<file path="src/rtl/ps2_pkg.sv">
// Shared types and constants for the PS/2 key event queue: parser states,
// prefix byte values and the queued key-event record.
package ps2_pkg;

  typedef enum logic [1:0] {
    ST_IDLE = 2'd0,
    ST_E0   = 2'd1,
    ST_F0   = 2'd2,
    ST_E0F0 = 2'd3
  } parse_state_t;

  localparam logic [7:0] PS2_EXT = 8'hE0;
  localparam logic [7:0] PS2_BRK = 8'hF0;

  typedef struct packed {
    logic       ext;
    logic       brk;
    logic [7:0] code;
  } key_event_t;

endpackage

</file>
<file path="src/rtl/ps2_key_queue_if.sv">
// Valid/ready key-event stream between the queue (master) and its consumer (slave).
interface ps2_key_queue_if;
  import ps2_pkg::*;

  logic       ev_valid;
  logic       ev_ready;
  logic [7:0] ev_code;
  logic       ev_ext;
  logic       ev_brk;

  modport master (output ev_valid, output ev_code, output ev_ext, output ev_brk, input ev_ready);
  modport slave  (input ev_valid, input ev_code, input ev_ext, input ev_brk, output ev_ready);
endinterface

</file>
<file path="src/rtl/ps2_evt_fifo.sv">
// First-word-fall-through key-event FIFO; a push into a full FIFO succeeds
// only when a pop happens in the same cycle.
module ps2_evt_fifo
  import ps2_pkg::*;
#(
  parameter int DEPTH = 8
) (
  input  logic                         clk,
  input  logic                         rst_n,
  input  logic                         push,
  input  key_event_t                   push_data,
  input  logic                         pop,
  output key_event_t                   head,
  output logic                         full,
  output logic                         empty,
  output logic [$clog2(DEPTH+1)-1:0]   count
);
  localparam int AW = $clog2(DEPTH);
  localparam int CW = $clog2(DEPTH + 1);

  key_event_t      mem [DEPTH];
  logic [AW-1:0]   wr_ptr_reg;
  logic [AW-1:0]   rd_ptr_reg;
  logic [CW-1:0]   count_reg;
  logic            do_push;
  logic            do_pop;

  assign empty   = (count_reg == '0);
  assign full    = (count_reg == CW'(DEPTH));
  assign count   = count_reg;
  assign do_pop  = pop & ~empty;
  assign do_push = push & (~full | do_pop);

  // Head is forced to zero while empty so the outputs read 0 out of reset.
  assign head = empty ? key_event_t'('0) : mem[rd_ptr_reg];

  always_ff @(posedge clk) begin
    if (do_push) begin
      mem[wr_ptr_reg] <= push_data;
    end
  end

  // Pointer widths equal log2(DEPTH), so plain increment wraps modulo DEPTH.
  always_ff @(posedge clk or negedge rst_n) begin
    if (!rst_n) begin
      wr_ptr_reg <= '0;
      rd_ptr_reg <= '0;
      count_reg  <= '0;
    end else begin
      if (do_push) wr_ptr_reg <= wr_ptr_reg + AW'(1);
      if (do_pop)  rd_ptr_reg <= rd_ptr_reg + AW'(1);
      if (do_push && !do_pop)      count_reg <= count_reg + CW'(1);
      else if (do_pop && !do_push) count_reg <= count_reg - CW'(1);
    end
  end

endmodule

</file>
<file path="src/rtl/ps2_key_queue.sv">
// PS/2 scan-byte parser (E0/F0 prefix handling, prefix timeout) feeding a
// key-event FIFO with sticky overflow and bad-input flags.
module ps2_key_queue
  import ps2_pkg::*;
#(
  parameter int DEPTH          = 8,
  parameter int REPORT_MAKE    = 1,
  parameter int PREFIX_TIMEOUT = 1000000
) (
  input  logic                        clk,
  input  logic                        rst_n,
  input  logic                        rx_ro,
  input  logic                        rx_err,
  input  logic [7:0]                  rx_data,
  ps2_key_queue_if.master             ev,
  output logic [$clog2(DEPTH+1)-1:0]  ev_count,
  output logic                        ovf,
  output logic                        rx_bad,
  input  logic                        clr_flags
);
  localparam int TW = $clog2(PREFIX_TIMEOUT + 1);
  localparam logic [TW-1:0] TMO_LAST = TW'(PREFIX_TIMEOUT - 1);

  logic          rx_ro_reg;
  parse_state_t  state_reg, state_next;
  logic [TW-1:0] tmo_reg, tmo_next;
  logic          ovf_reg, bad_reg;
  logic          accept;
  logic          evt_push, evt_want, bad_set, ovf_set;
  logic          fifo_pop, fifo_full, fifo_empty;
  key_event_t    evt, head;

  assign accept = rx_ro & ~rx_ro_reg;

  always_comb begin
    state_next = state_reg;
    tmo_next   = tmo_reg;
    evt_push   = 1'b0;
    bad_set    = 1'b0;
    evt        = '0;
    if (accept) begin
      tmo_next = '0;
      if (rx_err) begin
        bad_set    = 1'b1;
        state_next = ST_IDLE;
      end else if (rx_data == PS2_EXT) begin
        if (state_reg == ST_IDLE || state_reg == ST_E0) begin
          state_next = ST_E0;
        end else begin
          bad_set    = 1'b1;
          state_next = ST_IDLE;
        end
      end else if (rx_data == PS2_BRK) begin
        if (state_reg == ST_IDLE)     state_next = ST_F0;
        else if (state_reg == ST_E0)  state_next = ST_E0F0;
        else begin
          bad_set    = 1'b1;
          state_next = ST_IDLE;
        end
      end else begin
        evt_push   = 1'b1;
        evt.ext    = (state_reg == ST_E0) || (state_reg == ST_E0F0);
        evt.brk    = (state_reg == ST_F0) || (state_reg == ST_E0F0);
        evt.code   = rx_data;
        state_next = ST_IDLE;
      end
    end else if (state_reg != ST_IDLE) begin
      // A stalled prefix is abandoned once it has waited PREFIX_TIMEOUT cycles.
      if (tmo_reg == TMO_LAST) begin
        state_next = ST_IDLE;
        tmo_next   = '0;
        bad_set    = 1'b1;
      end else begin
        tmo_next = tmo_reg + TW'(1);
      end
    end
  end

  assign evt_want = evt_push & ((REPORT_MAKE != 0) | evt.brk);
  assign fifo_pop = ev.ev_valid & ev.ev_ready;
  assign ovf_set  = evt_want & fifo_full & ~fifo_pop;

  always_ff @(posedge clk or negedge rst_n) begin
    if (!rst_n) begin
      rx_ro_reg <= 1'b1;
      state_reg <= ST_IDLE;
      tmo_reg   <= '0;
      ovf_reg   <= 1'b0;
      bad_reg   <= 1'b0;
    end else begin
      rx_ro_reg <= rx_ro;
      state_reg <= state_next;
      tmo_reg   <= tmo_next;
      ovf_reg   <= ovf_set | (ovf_reg & ~clr_flags);
      bad_reg   <= bad_set | (bad_reg & ~clr_flags);
    end
  end

  ps2_evt_fifo #(.DEPTH(DEPTH)) u_fifo (
    .clk       (clk),
    .rst_n     (rst_n),
    .push      (evt_want),
    .push_data (evt),
    .pop       (fifo_pop),
    .head      (head),
    .full      (fifo_full),
    .empty     (fifo_empty),
    .count     (ev_count)
  );

  assign ev.ev_valid = ~fifo_empty;
  assign ev.ev_code  = head.code;
  assign ev.ev_ext   = head.ext;
  assign ev.ev_brk   = head.brk;
  assign ovf         = ovf_reg;
  assign rx_bad      = bad_reg;

endmodule

</file>
<file path="src/flat_wrapper.sv">
// flat-port wrapper written by rule: the top's interface ports become plain ports
module ps2_key_queue_flat import ps2_pkg::*;
#(
  parameter int DEPTH          = 8,
  parameter int REPORT_MAKE    = 1,
  parameter int PREFIX_TIMEOUT = 1000000
)
  (clk, rst_n, rx_ro, rx_err, rx_data, ev_count, ovf, rx_bad, clr_flags, ev_ev_valid, ev_ev_code, ev_ev_ext, ev_ev_brk, ev_ev_ready);
  ps2_key_queue_if ev_i ();
  input  logic clk;
  input  logic rst_n;
  input  logic rx_ro;
  input  logic rx_err;
  input  logic [7:0] rx_data;
  output logic [$clog2(DEPTH+1)-1:0] ev_count;
  output logic ovf;
  output logic rx_bad;
  input  logic clr_flags;
  output wire logic [$bits(ev_i.ev_valid)-1:0] ev_ev_valid;
  output wire logic [$bits(ev_i.ev_code)-1:0] ev_ev_code;
  output wire logic [$bits(ev_i.ev_ext)-1:0] ev_ev_ext;
  output wire logic [$bits(ev_i.ev_brk)-1:0] ev_ev_brk;
  input wire logic [$bits(ev_i.ev_ready)-1:0] ev_ev_ready;
  assign ev_ev_valid = ev_i.ev_valid;
  assign ev_ev_code = ev_i.ev_code;
  assign ev_ev_ext = ev_i.ev_ext;
  assign ev_ev_brk = ev_i.ev_brk;
  assign ev_i.ev_ready = ev_ev_ready;
  ps2_key_queue #(.DEPTH(DEPTH), .REPORT_MAKE(REPORT_MAKE), .PREFIX_TIMEOUT(PREFIX_TIMEOUT)) u_core (.clk(clk), .rst_n(rst_n), .rx_ro(rx_ro), .rx_err(rx_err), .rx_data(rx_data), .ev(ev_i), .ev_count(ev_count), .ovf(ovf), .rx_bad(rx_bad), .clr_flags(clr_flags));
endmodule
</file>
<file path="config.mk">
export PLATFORM = sky130hd
export DESIGN_NAME = ps2_key_queue_flat
export DESIGN_NICKNAME = d
export VERILOG_FILES = /design/src/rtl/ps2_pkg.sv /design/src/rtl/ps2_key_queue_if.sv /design/src/rtl/ps2_evt_fifo.sv /design/src/rtl/ps2_key_queue.sv /design/src/flat_wrapper.sv
export SDC_FILE = /design/constraint.sdc
export NUM_CORES = 1
export LEC_CHECK = 0
export CORE_ASPECT_RATIO = 2
export CORE_UTILIZATION = 28
export CTS_BUF_LIST = sky130_fd_sc_hd__clkbuf_2
export CTS_CLUSTER_DIAMETER = 80
export DETAILED_ROUTE_END_ITERATION = 12
export PLACE_DENSITY = 0.56
export SETUP_SLACK_MARGIN = 0.4
export SLEW_MARGIN = 20
export SYNTH_ARGS = -nofsm -noshare
export SYNTH_HDL_FRONTEND = slang
export SYNTH_SLANG_ARGS = --single-unit
</file>
<file path="constraint.sdc">
create_clock -name clk -period 2.5 [get_ports clk]
set_input_delay 0.75 -clock clk [delete_from_list [all_inputs] [get_ports clk]]
set_output_delay 0.75 -clock clk [all_outputs]
set_load 0.005 [all_outputs]
</file>
==> metrics.txt <==
crit path kind=flip-flop to output pin; top_reg_cell synth=edfxtp_1; Routed Antenna Nets=0; Starting Density=0.2863; Fin Hold WS=0.1853 ns; max-slew violation count=0; total negative slack=-5.710 ns; core footprint=roughly 18,000 µm²; number of flops mapped to enable cells by yosys=80; Async SR Flop Fraction=0.3043; GRT Overall Usage=0.1372; via/cell ratio=4.832; global-route wire length before repair=19.29 mm; number of global-route vias before repair=roughly 3.6k; cts bufs inserted=17; final WL=12.64 mm; vias=3,397; setup violators final=12; Final Util=0.3926; Ports=31; multi-input logic area=~1900 µm²; root buf cell=clkbuf_2; TritonCTS clock tree=done; Avg Cell Area, Syn=14.48 µm²; Register-to-Register Path Depth=17; post-synth top area cell=edfxtp_1; hpwl dp=8.449 mm; status=finished with violations; Seq. cell area=3283 µm²; leakage=2.701 nW; max FFs per register=80; PnR worst setup slack=-0.5679 ns; I/O Buffers=30; top-area cell type share of the netlist area=0.4741; P per Cell Area=894.5 nW/µm²; Hold Vio Cnt, Final=0; placed inst area=6102 µm²; grt ovf=0; CP Capture Type=output pin; synthesis-stage register bit count=115; DRC viols=0; Sink Count=about 120; Skew-Pair Late Insertion Delay=0.66 ns; initial antenna violation count=1; Worst Hold Class=input port to async pin; peak supply drop=0.3525 mV; H-tree levels=4; Yosys cell types=50; layout cells sized above 1=0.4049; reg-to-reg endpoint=u_core.u_fifo.count[3]; Die H=192.3 µm; Iter 0 DRT Violations=155; Crit path required time=roughly 1.8 ns; Post-CTS Hold Fix Bufs=0; Final min period=3.068 ns; RR Startpoint=u_core.u_fifo.count[0]; fin nets=497; number of fill cells=approximately 1.7k; clk slew on worst S/H paths=0.20 ns; synthesized area=5067 µm²; routability congestion estimate=0.7600; maximum root-to-sink buffer count=2; syn_nets=approximately 370; Slew Limit Headroom=0.4121; Worst Tran Pin Value=0.8819 ns; Post-synth top cells=edfxtp_1 (80), dfrtp_1 (34), nand2_1 (32), nor2_1 (27), mux4_2 (20); WL/cell=17.98 µm; failing checks=setup timing; DRT Pass-1 Iters=6; CP arrival=2.32 ns; CP Max Fanout=5; fmax=0.3260 GHz; Syn-to-layout area delta=37.14%; RSZ-0062 raised after global routing=yes; count leader, synth=edfxtp_1; pin count of the biggest net entering global routing=36; setup slack, reg-to-reg=-0.13 ns; area of the die=around 19,000 µm²; largest cells by area after synthesis=edfxtp_1 (47%), dfrtp_1 (17%), mux4_2 (8.9%); MaxCap Viol Count=0; Die Wd=roughly 100 µm; Clock Skews=0.04298 ns; design area=6949 µm²; synth warn=0; Seq/Total Area, Yosys=0.6472; Mapped Cells=350; Startpoint Class=flip-flop; final period utilization=1.227; Core Rows=69
critical path, cell delays in order, from the launching register on:
cell and delay, ns:
dfrtp_2 0.50, buf_6 0.13, buf_12 0.09, buf_16 0.12, mux4_2 0.51, mux2i_1 0.15
nor2_1 0.05, buf_2 0.12
layout by cell type, fill, tap and decap left out, drive strengths merged, types with 12 or more instances in the layout:
cell / instances
buf: 104
edfxtp: 80
dfrtp: 34
nand2: 32
nor2: 27
mux4: 20
clkbuf: 19
nand3: 16
inv: 15
clkdlybuf4s50: 12
report_power, final:
part / internal [mW] / leakage (nW) / switching [mW]
Sequential: 2.17 / 1.21 / 0.206
Combinational: 1.53 / 1.34 / 0.972
Clock: 0.568 / 0.153 / 0.773
final cells by class:
| cell class | instances | area share |
|---|---|---|
| Tap cell | 213 | 0.03835 |
| Clock inverter | 15 | 0.02593 |
| Inverter | 11 | 0.006302 |
| Clock buffer | 17 | 0.01224 |
| Sequential cell | 115 | 0.4725 |
| Timing Repair Buffer | 118 | 0.1685 |
| Antenna cell | 1 | 0.0003601 |
| Multi-Input combinational cell | 213 | 0.2758 |
what timing repair did:
action / 4_1_cts / 5_1_grt
cloned: 2 / 4
gates resized for setup: 110 / 46
buffers inserted: 27 / 5
setup endpoints to repair: 45 / 94
hold endpoints to repair: 0 / 0
pin swaps: 17 / 12
per-layer routing:
layer	wire, µm	vias to the layer above	part of all wire	global-route usage
met3	345	21	0.027	0.02463
met1	4407	1715	0.35	0.1306
met2	7616	81	0.60	0.2852
met4	269	0	0.021	0.04650
met5	0	-	0	0
li1	-	1580	-	-
through the flow:
step                power, mW  instances  worst slack [ns]
floorplan               3.336        350          -0.08662
global placement        4.173        632           -0.5791
detailed placement      4.220        632           -0.5864
CTS                     6.102        693           -0.6482
global route            6.544        703           -0.7543
finish                  6.216        703           -0.5679
cells by family after synthesis:
kind of cell               after synthesis  synth area share
and+or+nand+nor                        126            0.1341
adders and majority gates                7           0.01877
xor gates and xnor gates                14           0.02420
muxes                                   32            0.1131
AOI/OAI and AO/OA                       34           0.04519
DFF                                    115            0.6472
buffers and inverters                   22           0.01753
how the worst max path moves through the flow:
stage / startpoint / to / depth (start not counted)
after global placement: rx_data[0] / u_core.u_fifo.count[3] / 13
after global routing: u_core.u_fifo.rd_ptr_reg[0] / ev_ev_brk / 7
final: u_core.u_fifo.rd_ptr_reg[0] / ev_ev_code[5] / 7
after detailed placement: rx_data[0] / u_core.u_fifo.count[3] / 13
after CTS: u_core.u_fifo.rd_ptr_reg[0] / ev_ev_brk / 7
after floorplan: rx_data[6] / u_core.u_fifo.count[3] / 12
(Power assumes the default switching activity.)
